<file path="src/rtl/vga_stream_monitor.sv">
// rtl/vga_stream_monitor.sv - video bus timing checker: lock FSM, x/y recovery, fault count; FRAME_CRC_EN adds crc_out
module vga_stream_monitor #(
    parameter int   H_TOTAL     = 1344,
    parameter int   V_TOTAL     = 806,
    parameter int   H_ACTIVE    = 1024,
    parameter int   V_ACTIVE    = 768,
    parameter int   LOCK_FRAMES = 2,
    parameter logic SYNC_POL    = 1'b0
) (
    input  logic        pclk,
    input  logic        rst,
    input  logic        hsync_in,
    input  logic        vsync_in,
    input  logic        hblnk_in,
    input  logic        vblnk_in,
    input  logic [11:0] rgb_in,
    output logic [10:0] x_out,
    output logic [10:0] y_out,
    output logic        de_out,
    output logic        frame_strobe,
    output logic        locked,
    output logic [7:0]  err_count
`ifdef FRAME_CRC_EN
    ,
    output logic [15:0] crc_out
`endif
);

    typedef enum logic [1:0] {SEARCH, MEASURE, LOCKED} state_t;

    localparam logic [10:0] H_TOT  = 11'(H_TOTAL);
    localparam logic [10:0] V_TOT  = 11'(V_TOTAL);
    localparam logic [10:0] H_ACT  = 11'(H_ACTIVE);
    localparam logic [10:0] V_ACT  = 11'(V_ACTIVE);
    localparam logic [3:0]  LOCK_N = 4'(LOCK_FRAMES);

    function automatic logic [10:0] inc_sat(input logic [10:0] v);
        return (v == 11'h7FF) ? v : v + 11'd1;
    endfunction

    logic hs_r, vs_r, hb_r, vb_r;
    logic hs_p, vs_p, hb_p;
    logic hs_edge, vs_edge, hb_rise, act_line_end;
    logic [10:0] hcnt, acnt, lcnt, vacnt, px, py;
    logic [10:0] lcnt_eff, vacnt_eff, py_n;
    logic skip_h;
    logic h_fail, a_fail, f_fail, fail;
    state_t state, state_n;
    logic [3:0] good, good_n;
    logic frame_bad, frame_bad_n, err_inc;

    // Registered input copies plus one more stage for edge detection; reset to blank/inactive.
    always_ff @(posedge pclk) begin
        if (rst) begin
            hs_r <= ~SYNC_POL;
            vs_r <= ~SYNC_POL;
            hb_r <= 1'b1;
            vb_r <= 1'b1;
            hs_p <= ~SYNC_POL;
            vs_p <= ~SYNC_POL;
            hb_p <= 1'b1;
        end else begin
            hs_r <= hsync_in;
            vs_r <= vsync_in;
            hb_r <= hblnk_in;
            vb_r <= vblnk_in;
            hs_p <= hs_r;
            vs_p <= vs_r;
            hb_p <= hb_r;
        end
    end

    always_comb begin
        hs_edge      = (hs_r == SYNC_POL) && (hs_p != SYNC_POL);
        vs_edge      = (vs_r == SYNC_POL) && (vs_p != SYNC_POL);
        hb_rise      = hb_r && !hb_p;
        act_line_end = hb_rise && !vb_r;
        // A line edge coinciding with the frame edge belongs to the ending frame.
        lcnt_eff     = hs_edge ? inc_sat(lcnt) : lcnt;
        vacnt_eff    = act_line_end ? inc_sat(vacnt) : vacnt;
        py_n         = vb_r ? 11'd0 : (act_line_end ? inc_sat(py) : py);
        h_fail       = hs_edge && !skip_h && (hcnt != H_TOT);
        a_fail       = act_line_end && (acnt != H_ACT);
        f_fail       = vs_edge && ((lcnt_eff != V_TOT) || (vacnt_eff != V_ACT));
        fail         = h_fail || a_fail || f_fail;
    end

    always_ff @(posedge pclk) begin
        if (rst) begin
            hcnt   <= 11'd0;
            acnt   <= 11'd0;
            lcnt   <= 11'd0;
            vacnt  <= 11'd0;
            px     <= 11'd0;
            py     <= 11'd0;
            skip_h <= 1'b1;
        end else begin
            hcnt   <= hs_edge ? 11'd1 : inc_sat(hcnt);
            acnt   <= hb_rise ? 11'd0 : (!hb_r ? inc_sat(acnt) : acnt);
            lcnt   <= vs_edge ? 11'd0 : lcnt_eff;
            vacnt  <= vs_edge ? 11'd0 : vacnt_eff;
            px     <= hb_r ? 11'd0 : inc_sat(px);
            py     <= py_n;
            // hcnt is not trustworthy until one full line has been seen outside SEARCH.
            skip_h <= (state == SEARCH) ? 1'b1 : (hs_edge ? 1'b0 : skip_h);
        end
    end

    always_comb begin
        state_n     = state;
        good_n      = good;
        frame_bad_n = frame_bad;
        err_inc     = 1'b0;
        case (state)
            SEARCH: begin
                if (vs_edge) begin
                    state_n     = MEASURE;
                    good_n      = 4'd0;
                    frame_bad_n = 1'b0;
                end
            end
            MEASURE: begin
                if (vs_edge) begin
                    frame_bad_n = 1'b0;
                    if (fail || frame_bad) begin
                        good_n = 4'd0;
                    end else begin
                        good_n = good + 4'd1;
                        if (good + 4'd1 == LOCK_N) state_n = LOCKED;
                    end
                end else if (fail) begin
                    good_n      = 4'd0;
                    frame_bad_n = 1'b1;
                end
            end
            LOCKED: begin
                if (fail) begin
                    err_inc = 1'b1;
                    state_n = SEARCH;
                    good_n  = 4'd0;
                end
            end
            default: state_n = SEARCH;
        endcase
    end

    always_ff @(posedge pclk) begin
        if (rst) begin
            state     <= SEARCH;
            good      <= 4'd0;
            frame_bad <= 1'b0;
        end else begin
            state     <= state_n;
            good      <= good_n;
            frame_bad <= frame_bad_n;
        end
    end

    always_ff @(posedge pclk) begin
        if (rst) begin
            x_out        <= 11'd0;
            y_out        <= 11'd0;
            de_out       <= 1'b0;
            frame_strobe <= 1'b0;
            locked       <= 1'b0;
            err_count    <= 8'd0;
        end else begin
            x_out        <= (hb_r || vb_r) ? 11'd0 : px;
            y_out        <= py_n;
            de_out       <= !hb_r && !vb_r;
            frame_strobe <= vs_edge;
            locked       <= (state_n == LOCKED);
            if (err_inc && err_count != 8'hFF) err_count <= err_count + 8'd1;
        end
    end

`ifdef FRAME_CRC_EN
    logic [11:0] rgb_r;
    logic [15:0] crc;

    function automatic logic [15:0] crc12(input logic [15:0] c, input logic [11:0] d);
        logic [15:0] r;
        r = c;
        for (int i = 11; i >= 0; i--) begin
            r = {r[14:0], 1'b0} ^ ((r[15] ^ d[i]) ? 16'h1021 : 16'h0000);
        end
        return r;
    endfunction

    always_ff @(posedge pclk) begin
        if (rst) begin
            rgb_r   <= 12'd0;
            crc     <= 16'hFFFF;
            crc_out <= 16'd0;
        end else begin
            rgb_r <= rgb_in;
            if (vs_edge) begin
                crc_out <= crc;
                crc     <= 16'hFFFF;
            end else if (!hb_r && !vb_r) begin
                crc <= crc12(crc, rgb_r);
            end
        end
    end
`else
    logic unused_rgb;
    assign unused_rgb = ^rgb_in;
`endif

endmodule

</file>
<file path="config.mk">
export PLATFORM = sky130hd
export DESIGN_NAME = vga_stream_monitor
export DESIGN_NICKNAME = d
export VERILOG_FILES = /design/src/rtl/vga_stream_monitor.sv
export SDC_FILE = /design/constraint.sdc
export NUM_CORES = 1
export LEC_CHECK = 0
export CORE_UTILIZATION = 57
export CTS_CLUSTER_DIAMETER = 40
export DETAILED_ROUTE_END_ITERATION = 7
export GPL_ROUTABILITY_DRIVEN = 0
export HOLD_SLACK_MARGIN = 0.08
export PLACE_DENSITY = 0.8
export SYNTH_ARGS = -nofsm -noshare
export SYNTH_HDL_FRONTEND = slang
export SYNTH_SLANG_ARGS = --single-unit
</file>
<file path="constraint.sdc">
create_clock -name pclk -period 3.3 [get_ports pclk]
set_clock_uncertainty 0.1 [all_clocks]
set_input_delay 0.66 -clock pclk [delete_from_list [all_inputs] [get_ports pclk]]
set_output_delay 0.66 -clock pclk [all_outputs]
set_load 0.02 [all_outputs]
</file>
* Yosys cells after proc, flatten, opt, wreduce, memory -nomap -nowiden
Index checks and enable logic that the tools add are counted.
Cells by class: add/sub/neg operators 8, equality and inequality tests 18, muxes and demuxes 23, bitwise gates (word level) 5, reduce and logical (&&, ||, !) cells 33
Operator list (number):
- adder 11 x 1 -> 11 bit (second input constant) | 6
- equality test 11 bit (second input constant) | 6
- two-way mux 11 bit | 4
- inequality test 11 x 10 -> 1 bit (second input constant) | 2
- inequality test 11 bit (second input constant) | 2
- two-way mux 4 bit | 4
- OR reduction 2 bit | 7
- one-hot mux 4 bit (3 select lines) | 1
- logical AND 1 bit | 10
- two-way mux 2 bit | 5
- adder 8 x 1 -> 8 bit (second input constant) | 1
- inequality test 8 bit (second input constant) | 1
- two-way mux 1 bit | 7
- one-hot mux 2 bit (3 select lines) | 1
- AND reduction 2 bit | 3
- logical OR 1 bit | 5
- inverter 1 bit | 5
- adder 4 x 1 -> 4 bit (second input constant) | 1
- equality test 2 bit (second input constant) | 2
- equality test 4 x 2 -> 1 bit (second input constant) | 1
- zero test 1 bit | 4
- inequality test 2 bit (second input constant) | 2
- inequality test 3 bit (second input constant) | 1
- AND reduction 3 bit | 1
- 5 further kinds | 5
Word-level totals: bits in registers 103, input port bits 18, output and inout bits 33, logic and storage cells 110

* Logic depth before layout (Yosys ltp)
depth after elaboration 13, gate-level depth with buffers 11, depth with buffers taken out 10

* Worst setup path before layout
OpenSTA, ideal clock, no wires.
kind reg2reg, from register lcnt[0], to register locked, library setup time 61 ps, arrival time 2659 ps, required time 3139 ps, path slack 480 ps, stages on the path, launching flop included 11, path buffers 1, period minus slack after synthesis 2820 ps, path through dfxtp_1 -> ha_1 -> and4b_1 -> clkbuf_1 -> nand3_1 -> xor2_1 -> a2111oi_1 -> nand4_4 -> o32a_1 -> o211ai_1 -> and4bb_1
Between the ends: longest elaborated chain between the ends 12, elaborated cells between the ends (all ways) 14
RTL lines:
- from (decl) | line 44 | logic [10:0] hcnt, acnt, lcnt, vacnt, px, py;
- from (signal assigned) | line 100 | lcnt <= vs_edge ? 11'd0 : lcnt_eff;
- adder 11 x 1 -> 11 bit or equality test 11 bit (tied branches) | line 38 | return (v == 11'h7FF) ? v : v + 11'd1;
- two-way mux 11 bit | line 38
- two-way mux 11 bit (*) | line 79 | lcnt_eff = hs_edge ? inc_sat(lcnt) : lcnt;
- inequality test 11 x 10 -> 1 bit (*) | line 84 | f_fail = vs_edge && ((lcnt_eff != V_TOT) || (vacnt_eff != V_ACT));
- logical OR 1 bit (*) | line 84
- logical AND 1 bit (*) | line 84
- logical OR 1 bit (*) | line 85 | fail = h_fail || a_fail || f_fail;
- logical OR 1 bit | line 125 | if (fail || frame_bad) begin
- two-way mux 2 bit | line 125
- two-way mux 2 bit | line 123 | if (vs_edge) begin
- one-hot mux 2 bit (3 select lines) (*) | line 114 | case (state)
- equality test 2 bit (*) | line 172 | locked <= (state_n == LOCKED);
- to (signal assigned) | line 172
- to (decl) | line 21 | output logic locked,
Mark *: on every way between the ends. The rest lies on a longest branch, timed or not. A chain may end at the register's enable or synchronous reset.

* Final worst setup path
from register vacnt[0], to register locked
Between the ends: longest elaborated chain between the ends 12, elaborated cells between the ends (all ways) 14
RTL lines:
- from (decl) | line 44
- from (signal assigned) | line 101 | vacnt <= vs_edge ? 11'd0 : vacnt_eff;
- adder 11 x 1 -> 11 bit or equality test 11 bit (tied branches) | line 38
- two-way mux 11 bit | line 38
- two-way mux 11 bit (*) | line 80 | vacnt_eff = act_line_end ? inc_sat(vacnt) : vacnt;
- inequality test 11 x 10 -> 1 bit (*) | line 84
- logical OR 1 bit (*) | line 84
- logical AND 1 bit (*) | line 84
- logical OR 1 bit (*) | line 85
- logical OR 1 bit | line 125
- two-way mux 2 bit | line 125
- two-way mux 2 bit | line 123
- one-hot mux 2 bit (3 select lines) (*) | line 114
- equality test 2 bit (*) | line 172
Marked as above.

==> summary.md <==
| Metric | Value |
|---|---|
| Min-delay worst type | `reg -> reg` |
| Slew Viols, Final | `0` |
| Mean Syn Cell Area | `8.747 sq um` |
| Area grow syn2layout | `13.64%` |
| # IOs | `between 50 and 60` |
| Wirelength, routed | `9.745 mm` |
| Row count | `33` |
| Hold-fix buffers, CTS | `0` |
| Hold Vio Cnt, Final | `0` |
| Final TNS setup | `0 ps` |
| Final ANT Viol Nets | `0` |
| Critical setup path kind | `reg -> reg` |
| Root Driver | `clkbuf_8` |
| Tmin final | `between 3000 and 4000 ps` |
| Clk buf depth | `2` |
| Die area | `0.009000 sq mm` |
| Yosys top cell area share | `41.94%` |
| Commonest register cell after synthesis | `dfxtp_1` |
| CTS tree | `done` |
| Status | `finished clean` |
| Asr flop ratio synth | `0%` |
| Drt pass-1 iters | `5` |
| Netlist cell types | `61` |
| Fraction of layout cells with a size suffix above 1 | `6.799%` |
| First-pass GRT wire length | `15.93 mm` |
| Period utilisation layout | `between 90 and 100%` |
| Die Ht | `94.87 um` |
| Setup violators final | `0` |
| PostCTS Resize Cnt | `0` |
| Critical path capture point type | `flop` |
| # DRC | `0` |
| Cells after synthesis | `between 500 and 600` |
| CTS sink count | `103` |
| Antenna cells | `0` |
| CP startpoint kind | `flop` |
| Cts bufs inserted | `9` |
| EDFF count, synth | `0` |
| Yosys warns | `0` |
| Final nets | `632` |
| WP data required | `3500 ps` |
| Initial antenna violation count | `0` |
| Power per Cell Area | `between 300 and 400 mW/mm^2` |
| Max_cap viols | `0` |
| Top-count cell post-synth | `dfxtp_1` |
| Vias | `4105` |
| Die W | `approximately 95 um` |
| Synth Register Bits | `103` |
| CP Max Fanout | `10` |
| Static leakage | `0.001940 uW` |
| Vias in the first global route | `about 3.7k` |
| Worst-Margin Slew | `about 560 ps` |
| Post-DP HPWL | `7.048 mm` |
| Post-CTS Setup Repair Bufs | `0` |
| All-Layer GR Usage | `22.15%` |
| CTS H-tree lvls | `3` |
| Slew Limit Headroom | `62.54%` |
| Arr. time, crit path | `3320 ps` |
| Clock Latency Late Sink | `about 370 ps` |
| Worst IR Drop VDD | `0.0002483 V` |
| Reg clk slew, reported paths | `roughly 100 ps` |
| Drt via density | `5.798` |
| Dominant cell type by area after synthesis | `dfxtp_1` |
| Design Power | `2079 uW` |
| Post-Syn Nets | `approximately 600` |
| Largest net degree at the start of global routing | `28` |
| Grt ovf | `0` |
| Synth top area cells | `dfxtp_1 42%, nor2_1 5.9%, xor2_1 4.6%, ha_1 4.1%, a21oi_1 3.9%` |
| Commonest cells post-synth | `103 x dfxtp_1, 77 x nor2_1, 38 x a21oi_1` |
| Drt initial violations | `146` |
| Routed WL per cell | `13.76 um` |
| Core area | `0.008299 sq mm` |
| Highest clock rate | `roughly 320 MHz` |
| Initial core utilization | `about three fifths` |
| Mapped Area | `0.004916 sq mm` |
| Sequential fraction of the synthesis area | `between 40% and 50%` |
| IO buf count | `38` |
| RSZ-0062 raised after global routing | `no` |
[layer usage]
layer | wire length, um | GRT usage, % | vias to the layer above
met5 | 0 | 0 | -
li1 | - | - | 2077
met1 | 4619 | 27.86 | 1961
met2 | 4783 | 38.43 | 63
met4 | 49 | 4.798 | 0
met3 | 292 | 5.153 | 4
[per-stage QoR]
stage | hold slack, ps | worst slack, ps | std cells | area (sq um) | utilization (%)
floorplan | 329.0 | 479.5 | 562 | 4916 | -
global placement | 352.8 | 284.3 | 692 | 5400 | 65.07
detailed placement | 351.1 | 224.4 | 692 | 5400 | 65.07
CTS | 358.4 | 192.7 | 708 | 5578 | 67.21
global route | 394.2 | 45.78 | 708 | 5587 | 67.31
finish | 356.5 | 183.7 | 708 | 5587 | 67.31
[logic make-up after synthesis]
family,count (synthesis),synth area share (%)
buf+inv,36,2.851
flops,103,41.94
fa+ha+maj,16,4.072
xor+xnor,39,6.948
compound gates,103,14.00
simple gates,254,27.84
mux,11,2.342
[worst max-delay path: stages, from the launching register on]
cell	delay, ps
dfxtp_1	450
ha_1	230
nand4_2	170
o31a_1	330
mux2_4	330
a2111oi_4	370
nand4_4	250
o32a_1	390
o211ai_1	220
and4bb_1	220
[cell type report]
class | instances | area (sq um)
inverter | 16 | 60.06
clock inverter | 5 | 46.29
multi-input combinational | 423 | 2721
tap | 105 | 131.4
clock buffer | 11 | 131.4
sequential | 103 | 2063
fill | 678 | 2713
timing repair buffer | 45 | 432.9
[layout by cell type, fill, tap and decap left out, types with 10 or more instances in the layout]
cell type,netlist,routed
dfxtp_1,103,102
nor2_1,77,76
a21oi_1,38,38
clkdlybuf4s50_1,0,38
nand2_1,35,35
xor2_1,26,26
nand3_1,22,22
nand4_1,17,17
inv_1,16,16
and2_1,16,16
ha_1,16,16
o21ai_0,15,15
xnor2_1,13,13
nor3_1,11,11
mux2i_1,10,10
[flip-flops by register name, summed over array words and instances, names as in the netlist, 2 cells and up]
name,cells
y_out,11
vacnt,11
err_count,8
acnt,11
lcnt,11
px,11
hcnt,11
state,2
good,4
x_out,11
[where the power goes]
| part | switching (uW) | total, uW | internal, uW |
|---|---|---|---|
| Sequential | 12.1 | 1270 | 1250 |
| Combinational | 48.0 | 79.9 | 31.9 |
| Clock | 443 | 734 | 290 |
| Total | 503 | 2080 | 1580 |
[path summary, 6_finish.rpt]
kind,from,endpoint,slack [ps],depth (start not counted)
worst min-delay path,vs_p$_SDFF_PP1_,frame_strobe$_SDFF_PP0_,360,2
worst min register to register,vs_p$_SDFF_PP1_,frame_strobe$_SDFF_PP0_,360,2
worst max register to register,vacnt[0]$_SDFF_PP0_,locked$_SDFF_PP0_,180,9
worst max-delay path,vacnt[0]$_SDFF_PP0_,locked$_SDFF_PP0_,180,9
Power figures use the tool's default switching activity.
